File: config.mk
export PLATFORM = sky130hd
export DESIGN_NAME = wb_uart_tx
export DESIGN_NICKNAME = d
export VERILOG_FILES = /design/src/rtl/wb_uart_tx_pkg.sv /design/src/rtl/wb_uart_tx_sync_fifo.sv /design/src/rtl/wb_uart_tx.sv
export SDC_FILE = /design/constraint.sdc
export NUM_CORES = 1
export LEC_CHECK = 0
export BUFFER_PORTS_ARGS = -buffer_cell sky130_fd_sc_hd__buf_2
export CORE_UTILIZATION = 45
export CTS_CLUSTER_SIZE = 40
export DETAILED_ROUTE_END_ITERATION = 12
export GPL_TIMING_DRIVEN = 0
export HOLD_SLACK_MARGIN = 0.03
export PLACE_DENSITY_LB_ADDON = 0.2
export SLEW_MARGIN = 20
export SYNTH_ARGS = -nofsm -noshare
export SYNTH_HDL_FRONTEND = slang
export SYNTH_SLANG_ARGS = --single-unit
export TNS_END_PERCENT = 5
File: constraint.sdc
create_clock -name clk -period 2.7 [get_ports clk]
set_input_delay 0.405 -clock clk [delete_from_list [all_inputs] [get_ports clk]]
set_output_delay 0.405 -clock clk [all_outputs]
set_load 0.02 [all_outputs]
File: src/rtl/wb_uart_tx_pkg.sv
// Shared definitions for the Wishbone UART transmitter: register lane map,
// status bit positions, serializer states and the divisor clamp helper.
package wb_uart_tx_pkg;

    localparam int LANE_TX     = 0;
    localparam int LANE_STATUS = 1;
    localparam int LANE_DIV_LO = 4;
    localparam int LANE_DIV_HI = 5;

    localparam int ST_FULL  = 0;
    localparam int ST_EMPTY = 1;
    localparam int ST_BUSY  = 2;
    localparam int ST_OVF   = 3;

    localparam logic [15:0] DIV_MIN = 16'd2;

    typedef enum logic [1:0] {
        S_IDLE  = 2'd0,
        S_START = 2'd1,
        S_DATA  = 2'd2,
        S_STOP  = 2'd3
    } ser_state_e;

    // A divisor below 2 cannot frame a bit, so it is raised to the minimum.
    function automatic logic [15:0] clamp_div(input logic [15:0] d);
        return (d < DIV_MIN) ? DIV_MIN : d;
    endfunction

endpackage

File: src/rtl/wb_uart_tx_sync_fifo.sv
// Single-clock FIFO with wrapping pointers and an occupancy counter that
// drives full/empty. Pushes while full and pops while empty are ignored.
module sync_fifo #(
    parameter int WIDTH = 8,
    parameter int DEPTH = 8
) (
    input  logic                     clk,
    input  logic                     rst,
    input  logic                     push,
    input  logic                     pop,
    input  logic [WIDTH-1:0]         wdata,
    output logic [WIDTH-1:0]         rdata,
    output logic [$clog2(DEPTH):0]   count,
    output logic                     full,
    output logic                     empty
);

    localparam int AW = $clog2(DEPTH);
    localparam int CW = AW + 1;

    logic [WIDTH-1:0] mem_q [DEPTH];
    logic [AW-1:0]    wr_ptr_q, wr_ptr_d;
    logic [AW-1:0]    rd_ptr_q, rd_ptr_d;
    logic [CW-1:0]    count_q, count_d;
    logic             do_push, do_pop;

    assign full  = (count_q == CW'(DEPTH));
    assign empty = (count_q == '0);
    assign count = count_q;
    assign rdata = mem_q[rd_ptr_q];

    always_comb begin
        do_push  = push && !full;
        do_pop   = pop && !empty;
        wr_ptr_d = wr_ptr_q;
        rd_ptr_d = rd_ptr_q;
        count_d  = count_q;
        if (do_push) wr_ptr_d = wr_ptr_q + AW'(1);
        if (do_pop)  rd_ptr_d = rd_ptr_q + AW'(1);
        case ({do_push, do_pop})
            2'b10:   count_d = count_q + CW'(1);
            2'b01:   count_d = count_q - CW'(1);
            default: count_d = count_q;
        endcase
    end

    always_ff @(posedge clk or negedge rst) begin
        if (!rst) begin
            wr_ptr_q <= '0;
            rd_ptr_q <= '0;
            count_q  <= '0;
        end else begin
            wr_ptr_q <= wr_ptr_d;
            rd_ptr_q <= rd_ptr_d;
            count_q  <= count_d;
        end
    end

    // Storage carries no reset; only the pointers define what is valid.
    always_ff @(posedge clk) begin
        if (do_push) mem_q[wr_ptr_q] <= wdata;
    end

endmodule

File: src/rtl/wb_uart_tx.sv
// Wishbone-attached 8N1 UART transmitter: register decode, TX FIFO and a
// bit serializer with a runtime-programmable baud divisor.
module wb_uart_tx
    import wb_uart_tx_pkg::*;
#(
    parameter int DATA_WIDTH = 128,
    parameter int ADDR_WIDTH = 16,
    parameter int FIFO_DEPTH = 8,
    parameter int DIV_RESET  = 16
) (
    input  logic                    clk,
    input  logic                    rst,
    input  logic [ADDR_WIDTH-1:0]   adr_i,
    input  logic [DATA_WIDTH-1:0]   dat_i,
    output logic [DATA_WIDTH-1:0]   dat_o,
    input  logic                    we_i,
    input  logic [DATA_WIDTH/8-1:0] sel_i,
    input  logic                    stb_i,
    input  logic                    cyc_i,
    output logic                    ack_o,
    output logic                    tx_o,
    output logic                    irq_o,
    output ser_state_e              dbg_state_o
);

    localparam int NLANES = DATA_WIDTH / 8;

    // Handshake: a request is stb_i&cyc_i while no ack is outstanding; ack_o
    // rises one cycle later for one cycle, and every register effect and the
    // read data take effect at that same edge.
    logic                  req, wr, rd;
    logic                  ack_q, ack_d;
    logic [DATA_WIDTH-1:0] dat_o_q, dat_o_d, rd_data;
    logic                  ovf_q, ovf_d;
    logic [15:0]           div_q, div_d, div_wr;
    logic [7:0]            status;

    ser_state_e            state_q, state_d;
    logic [15:0]           cnt_q, cnt_d;
    logic [2:0]            bit_q, bit_d;
    logic [7:0]            shreg_q, shreg_d;
    logic                  tx_q, tx_d;
    logic                  bit_end;

    logic                  push_req, fifo_push, fifo_pop;
    logic                  fifo_full, fifo_empty;
    logic [7:0]            fifo_rdata;
    logic [$clog2(FIFO_DEPTH):0] fifo_count;

    logic                  unused_ok;
    assign unused_ok = ^{adr_i, dat_i, sel_i, fifo_count};

    sync_fifo #(
        .WIDTH (8),
        .DEPTH (FIFO_DEPTH)
    ) u_fifo (
        .clk   (clk),
        .rst   (rst),
        .push  (fifo_push),
        .pop   (fifo_pop),
        .wdata (dat_i[LANE_TX*8 +: 8]),
        .rdata (fifo_rdata),
        .count (fifo_count),
        .full  (fifo_full),
        .empty (fifo_empty)
    );

    assign req       = stb_i && cyc_i && !ack_q;
    assign wr        = req && we_i;
    assign rd        = req && !we_i;
    assign push_req  = wr && sel_i[LANE_TX];
    // Full is judged before any same-cycle pop, so a push on a full FIFO drops.
    assign fifo_push = push_req && !fifo_full;

    always_comb begin
        status          = '0;
        status[ST_OVF]  = ovf_q;
        status[ST_BUSY] = (state_q != S_IDLE);
        status[ST_EMPTY]= fifo_empty;
        status[ST_FULL] = fifo_full;

        rd_data = '0;
        rd_data[LANE_STATUS*8 +: 8]  = status;
        rd_data[LANE_DIV_LO*8 +: 16] = div_q;
        for (int i = 0; i < NLANES; i++) begin
            if (!sel_i[i]) rd_data[i*8 +: 8] = '0;
        end

        ack_d   = req;
        dat_o_d = rd ? rd_data : '0;

        ovf_d = ovf_q;
        if (wr && sel_i[LANE_STATUS] && dat_i[LANE_STATUS*8 + ST_OVF]) ovf_d = 1'b0;
        if (push_req && fifo_full) ovf_d = 1'b1;

        div_wr = {sel_i[LANE_DIV_HI] ? dat_i[LANE_DIV_HI*8 +: 8] : div_q[15:8],
                  sel_i[LANE_DIV_LO] ? dat_i[LANE_DIV_LO*8 +: 8] : div_q[7:0]};
        div_d  = div_q;
        if (wr && (sel_i[LANE_DIV_HI] || sel_i[LANE_DIV_LO])) div_d = clamp_div(div_wr);
    end

    // Each bit reloads its countdown from div_q, so divisor changes apply at
    // the next bit boundary.
    always_comb begin
        state_d  = state_q;
        cnt_d    = cnt_q;
        bit_d    = bit_q;
        shreg_d  = shreg_q;
        tx_d     = tx_q;
        fifo_pop = 1'b0;
        bit_end  = (cnt_q == 16'd0);
        case (state_q)
            S_IDLE: begin
                if (!fifo_empty) begin
                    fifo_pop = 1'b1;
                    shreg_d  = fifo_rdata;
                    cnt_d    = div_q - 16'd1;
                    tx_d     = 1'b0;
                    state_d  = S_START;
                end
            end
            S_START: begin
                if (bit_end) begin
                    state_d = S_DATA;
                    bit_d   = 3'd0;
                    cnt_d   = div_q - 16'd1;
                    tx_d    = shreg_q[0];
                end else begin
                    cnt_d = cnt_q - 16'd1;
                end
            end
            S_DATA: begin
                if (bit_end) begin
                    cnt_d = div_q - 16'd1;
                    if (bit_q == 3'd7) begin
                        state_d = S_STOP;
                        tx_d    = 1'b1;
                    end else begin
                        bit_d   = bit_q + 3'd1;
                        shreg_d = shreg_q >> 1;
                        tx_d    = shreg_q[1];
                    end
                end else begin
                    cnt_d = cnt_q - 16'd1;
                end
            end
            S_STOP: begin
                if (bit_end) begin
                    if (!fifo_empty) begin
                        fifo_pop = 1'b1;
                        shreg_d  = fifo_rdata;
                        cnt_d    = div_q - 16'd1;
                        tx_d     = 1'b0;
                        state_d  = S_START;
                    end else begin
                        tx_d    = 1'b1;
                        state_d = S_IDLE;
                    end
                end else begin
                    cnt_d = cnt_q - 16'd1;
                end
            end
            default: begin
                tx_d    = 1'b1;
                state_d = S_IDLE;
            end
        endcase
    end

    always_ff @(posedge clk or negedge rst) begin
        if (!rst) begin
            ack_q   <= 1'b0;
            dat_o_q <= '0;
            ovf_q   <= 1'b0;
            div_q   <= 16'(DIV_RESET);
            state_q <= S_IDLE;
            cnt_q   <= '0;
            bit_q   <= '0;
            shreg_q <= '0;
            tx_q    <= 1'b1;
        end else begin
            ack_q   <= ack_d;
            dat_o_q <= dat_o_d;
            ovf_q   <= ovf_d;
            div_q   <= div_d;
            state_q <= state_d;
            cnt_q   <= cnt_d;
            bit_q   <= bit_d;
            shreg_q <= shreg_d;
            tx_q    <= tx_d;
        end
    end

    assign ack_o       = ack_q;
    assign dat_o       = dat_o_q;
    assign tx_o        = tx_q;
    assign irq_o       = fifo_empty && (state_q == S_IDLE);
    assign dbg_state_o = state_q;

endmodule

# ---- Word level (Yosys, flattened, before mapping)
# Memories as Yosys holds them, arrays and structs flattened.
# Index checks and enable logic that the tools add are counted.
dict set report op_classes {
  add_sub_neg 7
  n_lt_le_gt_ge 1
  eq_ne 13
  muxes 42
  reduce_logical 31
}
# cell count
set ops {}
lappend ops {{16-bit 2-to-1 mux} 4}
lappend ops {{8-bit 2-to-1 mux} 8}
lappend ops {{48-bit 2-to-1 mux} 1}
lappend ops {{16-bit one-hot mux with 3 select lines} 1}
lappend ops {{16-bit by 1-bit subtractor with 16-bit output, second input constant} 2}
lappend ops {{8-bit one-hot mux with 3 select lines} 1}
lappend ops {{16-bit zero test} 1}
lappend ops {{16-bit by 2-bit < comparator with 1-bit output, second input constant} 1}
lappend ops {{1-bit logical AND} 13}
lappend ops {{1-bit 2-to-1 mux} 13}
lappend ops {{2-bit inequality test, second input constant} 6}
lappend ops {{4-bit AND reduction} 3}
lappend ops {{2-bit 2-to-1 mux} 5}
lappend ops {{3-bit by 1-bit adder with 3-bit output, second input constant} 3}
lappend ops {{3-bit 2-to-1 mux} 3}
lappend ops {{2-bit one-hot mux with 4 select lines} 1}
lappend ops {{4-bit one-hot mux with 2 select lines} 1}
lappend ops {{2-bit nonzero test} 4}
lappend ops {{2-bit == test, second input constant} 3}
lappend ops {{3-bit one-hot mux with 2 select lines} 1}
lappend ops {{5-bit AND reduction} 1}
lappend ops {{4-bit by 1-bit adder with 4-bit output, second input constant} 1}
lappend ops {{2-bit by 1-bit == test with 1-bit output, second input constant} 2}
lappend ops {{4-bit == test, second input constant} 1}
lappend ops {{other kinds (11)} 14}
dict set report word_totals {
  reg_bits 106
  ramBits 64
  in_bits 165
  wordCells 107
  n_memories 1
}
# memory words width rd rd_ports_with_merged_regs wr line
set memory_table {}
lappend memory_table {u_fifo.mem_q 8 8 1 0 1 wb_uart_tx_sync_fifo.sv:21} ;# logic [WIDTH-1:0] mem_q [DEPTH];

# ---- Logic depth before layout (Yosys ltp)
dict set report logic_depth {
  depth_word 8
  mapped_depth 14
  ltp_nobuf 13
}

# ---- Hierarchy
# From an unflattened synthesis, not the netlist that was laid out.
dict set report hier_totals {
  cells_unflattened 665
  hier_area_um2 7837.5
}
# module n_inst cells_per_inst area_per_inst_um2 seq_area_each_um2
set by_module_without_submodules {}
lappend by_module_without_submodules {wb_uart_tx 1 505 4713.3 1704.1}
lappend by_module_without_submodules {sync_fifo 1 160 3124.2 2172.1}

# ---- Worst setup path after synthesis
# OpenSTA, ideal clock, no wires.
dict set report synth_path {
  path_type {register to register}
  from {reg cnt_q[0]}
  to {reg u_fifo.count_q[3] (netlist: u_fifo.count[3])}
  setup_ns 0.127
  t_arrival_ns 2.684
  required_ns 2.573
  setup_slack_ns -0.110
  stages_incl_launch_ff 15
  path_buffers 1
  path_cell_list {dfrtp_1 -> inv_1 -> ha_1 -> nor4b_2 -> and4_1 -> buf_4 -> a21oi_1 -> nor3_4 -> ha_1 -> ha_1 -> a21o_1 -> a21oi_1 -> xnor2_1 -> nor2_1 -> xor2_1}
}
dict set report synth_via {
  elab_chain_cells 6
}
# element line
set synth_lines {}
lappend synth_lines {{from (decl)} wb_uart_tx.sv:39} ;# logic [15:0] cnt_q, cnt_d;
lappend synth_lines {{from (signal assigned)} wb_uart_tx.sv:187} ;# cnt_q <= cnt_d;
lappend synth_lines {{16-bit zero test *} wb_uart_tx.sv:111} ;# bit_end = (cnt_q == 16'd0);
lappend synth_lines {{1-bit 2-to-1 mux *} wb_uart_tx.sv:148} ;# if (bit_end) begin
lappend synth_lines {{1-bit one-hot mux with 2 select lines *} wb_uart_tx.sv:112} ;# case (state_q)
lappend synth_lines {{1-bit logical AND *} wb_uart_tx_sync_fifo.sv:34} ;# do_pop = pop && !empty;
lappend synth_lines {{named net u_fifo.do_pop} wb_uart_tx_sync_fifo.sv:25} ;# logic do_push, do_pop;
lappend synth_lines {{2-bit by 1-bit == test with 1-bit output / 2-bit == test (equally long branches)} wb_uart_tx_sync_fifo.sv:40} ;# case ({do_push, do_pop})
lappend synth_lines {{4-bit one-hot mux with 2 select lines / 2-bit nonzero test (equally long branches)} --}
lappend synth_lines {{to (signal assigned)} wb_uart_tx_sync_fifo.sv:55} ;# count_q <= count_d;
lappend synth_lines {{to (decl)} wb_uart_tx_sync_fifo.sv:24} ;# logic [CW-1:0] count_q, count_d;
# Mark *: on every way through the listed nets, which the timed path passes. The rest lies on a longest branch.
# A chain may end at the register's enable or synchronous reset.

# ---- Worst setup path after layout
# Same ends and word-level chain as after synthesis.

==> reports/summary.txt <==
status: finished with violations
failing checks: setup timing
clock skew: 0.00998 ns
vias in the first global route: 5520
die area: 17600 µm²
cell repeated most along the worst path: ha_4
Final Wtd Congestion: 0.916
DR vias: 5557
Antenna Nets Post-Route: 0
Final min period: 2.72 ns
Core ar.: 16600 µm²
Die Y-Extent: 133 µm
Via density: 5.08
Reg clk slew, reported paths: 0.07 ns
Max Fclk: 368 MHz
P&R area growth vs syn: 22.8%
CTS tree: done
PD cells: 969 nW/µm²
worst hold slack: 0.217 ns
top post-synthesis cells by count: 109 x buf_4, 76 x dfrtp_1, 64 x edfxtp_1
crit path DAT: 3.03 ns
Port Buf Inserts: 58
Num CTS Buffers: 17
IO Count: 298
CP Max Fanout: 3
Post-synth top flop: dfrtp_1
DRT Wirelength: 18300 µm
RSZ-0062 raised after global routing: true
final period utilization: 101%
Max Cap Viol: 0
Remaining DRCs: 0
fin util: 56.8%
Mean Syn Cell Area: 11.5 µm²
largest cells by area after synthesis: edfxtp_1 25%, dfrtp_1 25%, buf_4 11%
largest net degree at the start of global routing: 56
worst hold path type: in -> reg
DRT iter0 DRCs: 305
CP startpoint kind: flip-flop
n_diodes: 0
FP Rows: 47
Worst Path Buf+Inv: 2
area leader, netlist: edfxtp_1
worst slew pin tran: 0.839 ns
Synth top area share: 25.0%
top-count cell post-synth: buf_4
GR Util All Layers: 21.7%
Worst slew margin: 43.6%
PnR worst setup slack: -0.0206 ns
CP max stage delay: 0.40 ns
endpoints failing setup: 1
layout cells sized above 1: 32.8%
Post-Syn Area: 7690 µm²
Async SR Flop Fraction: 54.9%
DP Wirelength: 13100 µm
CTS H-tree depth: 4
CTS Sinks: 142
LEAKAGE: 4.30 nW
register area share after synthesis: 50.4%
synth warn: 0
clk_lat worst skew: 0.44 ns
length of the first detailed-routing pass in iterations: 5
critical setup path kind: reg -> reg
Max VDD drop: 0.634 mV
EDFF count, synth: 64
Mapped Cells: 667
Die Wd: 133 µm
global-route wire length before repair: 29000 µm
starting density of the core: 46.2%
crit path cell chain: inv_2 > ha_4 > nor4b_4 > and4_1 > buf_6 > a21oi_4 > nor3_4 > ha_4 > ha_4 > a21o_1 > a21oi_2 > xnor2_1 > nor2_1 > xor2_1
Seq cells post-synth: 142
Crit. End Element: flip-flop
count of pins over their slew limit: 0
drt wl/cell: 16.7 µm
setup TNS: -0.0206 ns
Top delay family on crit path: simple AND/OR/NAND/NOR gates
antenna violations before repair: 2
Root Buffer: clkbuf_16
Critical-path top delay cell: dfrtp_1
number of hold violations in the final report: 0
clk buf depth: 2
Layout Nets: 1040
global route total overflow: 0
CP required: 3.01 ns
count of cell types in the netlist: 68
[placed cells by master, fill, tap and decap left out, drive strengths merged, types with 4 or more instances in the layout]
cell | netlist | routed
a21oi | 20 | 20
a22oi | 6 | 6
a31oi | 6 | 6
and3 | 19 | 19
buf | 117 | 183
clkbuf | 16 | 33
clkinv | 0 | 5
conb | 1 | 108
dfrtp | 76 | 76
edfxtp | 64 | 64
ha | 14 | 14
inv | 14 | 20
mux2 | 24 | 24
mux2i | 10 | 10
mux4 | 16 | 16
nand2 | 48 | 48
nand2b | 7 | 7
nand3 | 6 | 6
nor2 | 43 | 43
nor2b | 4 | 4
nor3 | 20 | 20
nor4 | 9 | 9
o211ai | 6 | 6
o21a | 5 | 5
o21ai | 34 | 34
or4 | 6 | 6
xnor2 | 13 | 13
xor2 | 14 | 14
[per-stage QoR]
| step | cells | total power (W) | instance area [µm²] | setup slack (ns) |
|---|---|---|---|---|
| floorplan | 774 | 0.00577 | 8140 | -0.0113 |
| global placement | 1052 | 0.00657 | 8710 | -0.379 |
| detailed placement | 1053 | 0.00671 | 8750 | -0.408 |
| CTS | 1093 | 0.00914 | 9420 | 0.0147 |
| global route | 1093 | 0.00969 | 9450 | -0.164 |
| finish | 1093 | 0.00916 | 9450 | -0.0206 |
[worst paths after layout]
check	from	end	slack (ns)	cells after the start
worst max-delay path	cnt_q[0]	u_fifo.count[3]	-0.02	14
worst min-delay path	dat_i[39]	div_q[7]	0.22	2
worst max register to register	cnt_q[0]	u_fifo.count[3]	-0.02	14
worst min register to register	ack_o	ack_o	0.46	1
max in group asynchronous	rst	div_q[4]	1.63	3
min in group asynchronous	rst	cnt_q[13]	0.44	2
[state kept, by name, indices dropped and copies added, names as in the netlist, 2 cells and up]
name / flops
u_fifo.wr_ptr_q: 3
dat_o: 20
u_fifo.count: 4
u_fifo.rd_ptr_q: 3
dbg_state_o: 2
bit_q: 3
u_fifo.mem_q: 64
shreg_q: 8
div_q: 16
cnt_q: 16
[power by group]
part / total [W] / switching (W) / internal, W
logic: 0.00378 / 0.00215 / 0.00162
clock network: 0.00230 / 0.00101 / 0.00130
registers: 0.00308 / 0.000448 / 0.00263
total: 0.00916 / 0.00361 / 0.00555
[routing by layer]
metal  GRT usage [%]  vias to the layer above  part of all wire [%]
met5               0                        -                  0.14
met2            37.4                      246                    50
met3            5.40                       40                   6.7
met1            25.9                     2676                    40
met4            9.20                        4                   2.4
li1                -                     2591                     -
[area by class of cell]
cell class / count / area [µm²]
Fill cell: 1428 / 7190
Sequential cell: 142 / 3880
Multi-Input combinational cell: 485 / 3360
Buffer: 133 / 920
Clock buffer: 17 / 425
Timing Repair Buffer: 67 / 383
Tap cell: 220 / 275
Clock inverter: 15 / 155
Inverter: 14 / 52.6
[kinds of logic (layout without fill, tap and decap cells)]
logic type	count (synthesis)	after routing	synth area share (%)
AO/OA/AOI/OAI	104	104	9.01
XOR/XNOR	27	27	3.07
adder cells (fa/ha/maj)	15	15	2.54
buffers and inverters	147	246	12.6
flip-flops	142	142	50.4
multiplexers	50	50	9.50
other	1	108	0.0487
AND/OR/NAND/NOR	181	181	12.9
[timing repair]
item | 4_1_cts | 5_1_grt
resized for setup | 6 | 7
pin swaps | 4 | 0
setup buffers | 7 | 0
hold buffers | 1 | 0
endpoints found under the hold margin | 22 | 0
endpoints found under the setup margin | 3 | 50
Power figures use the tool's default switching activity.
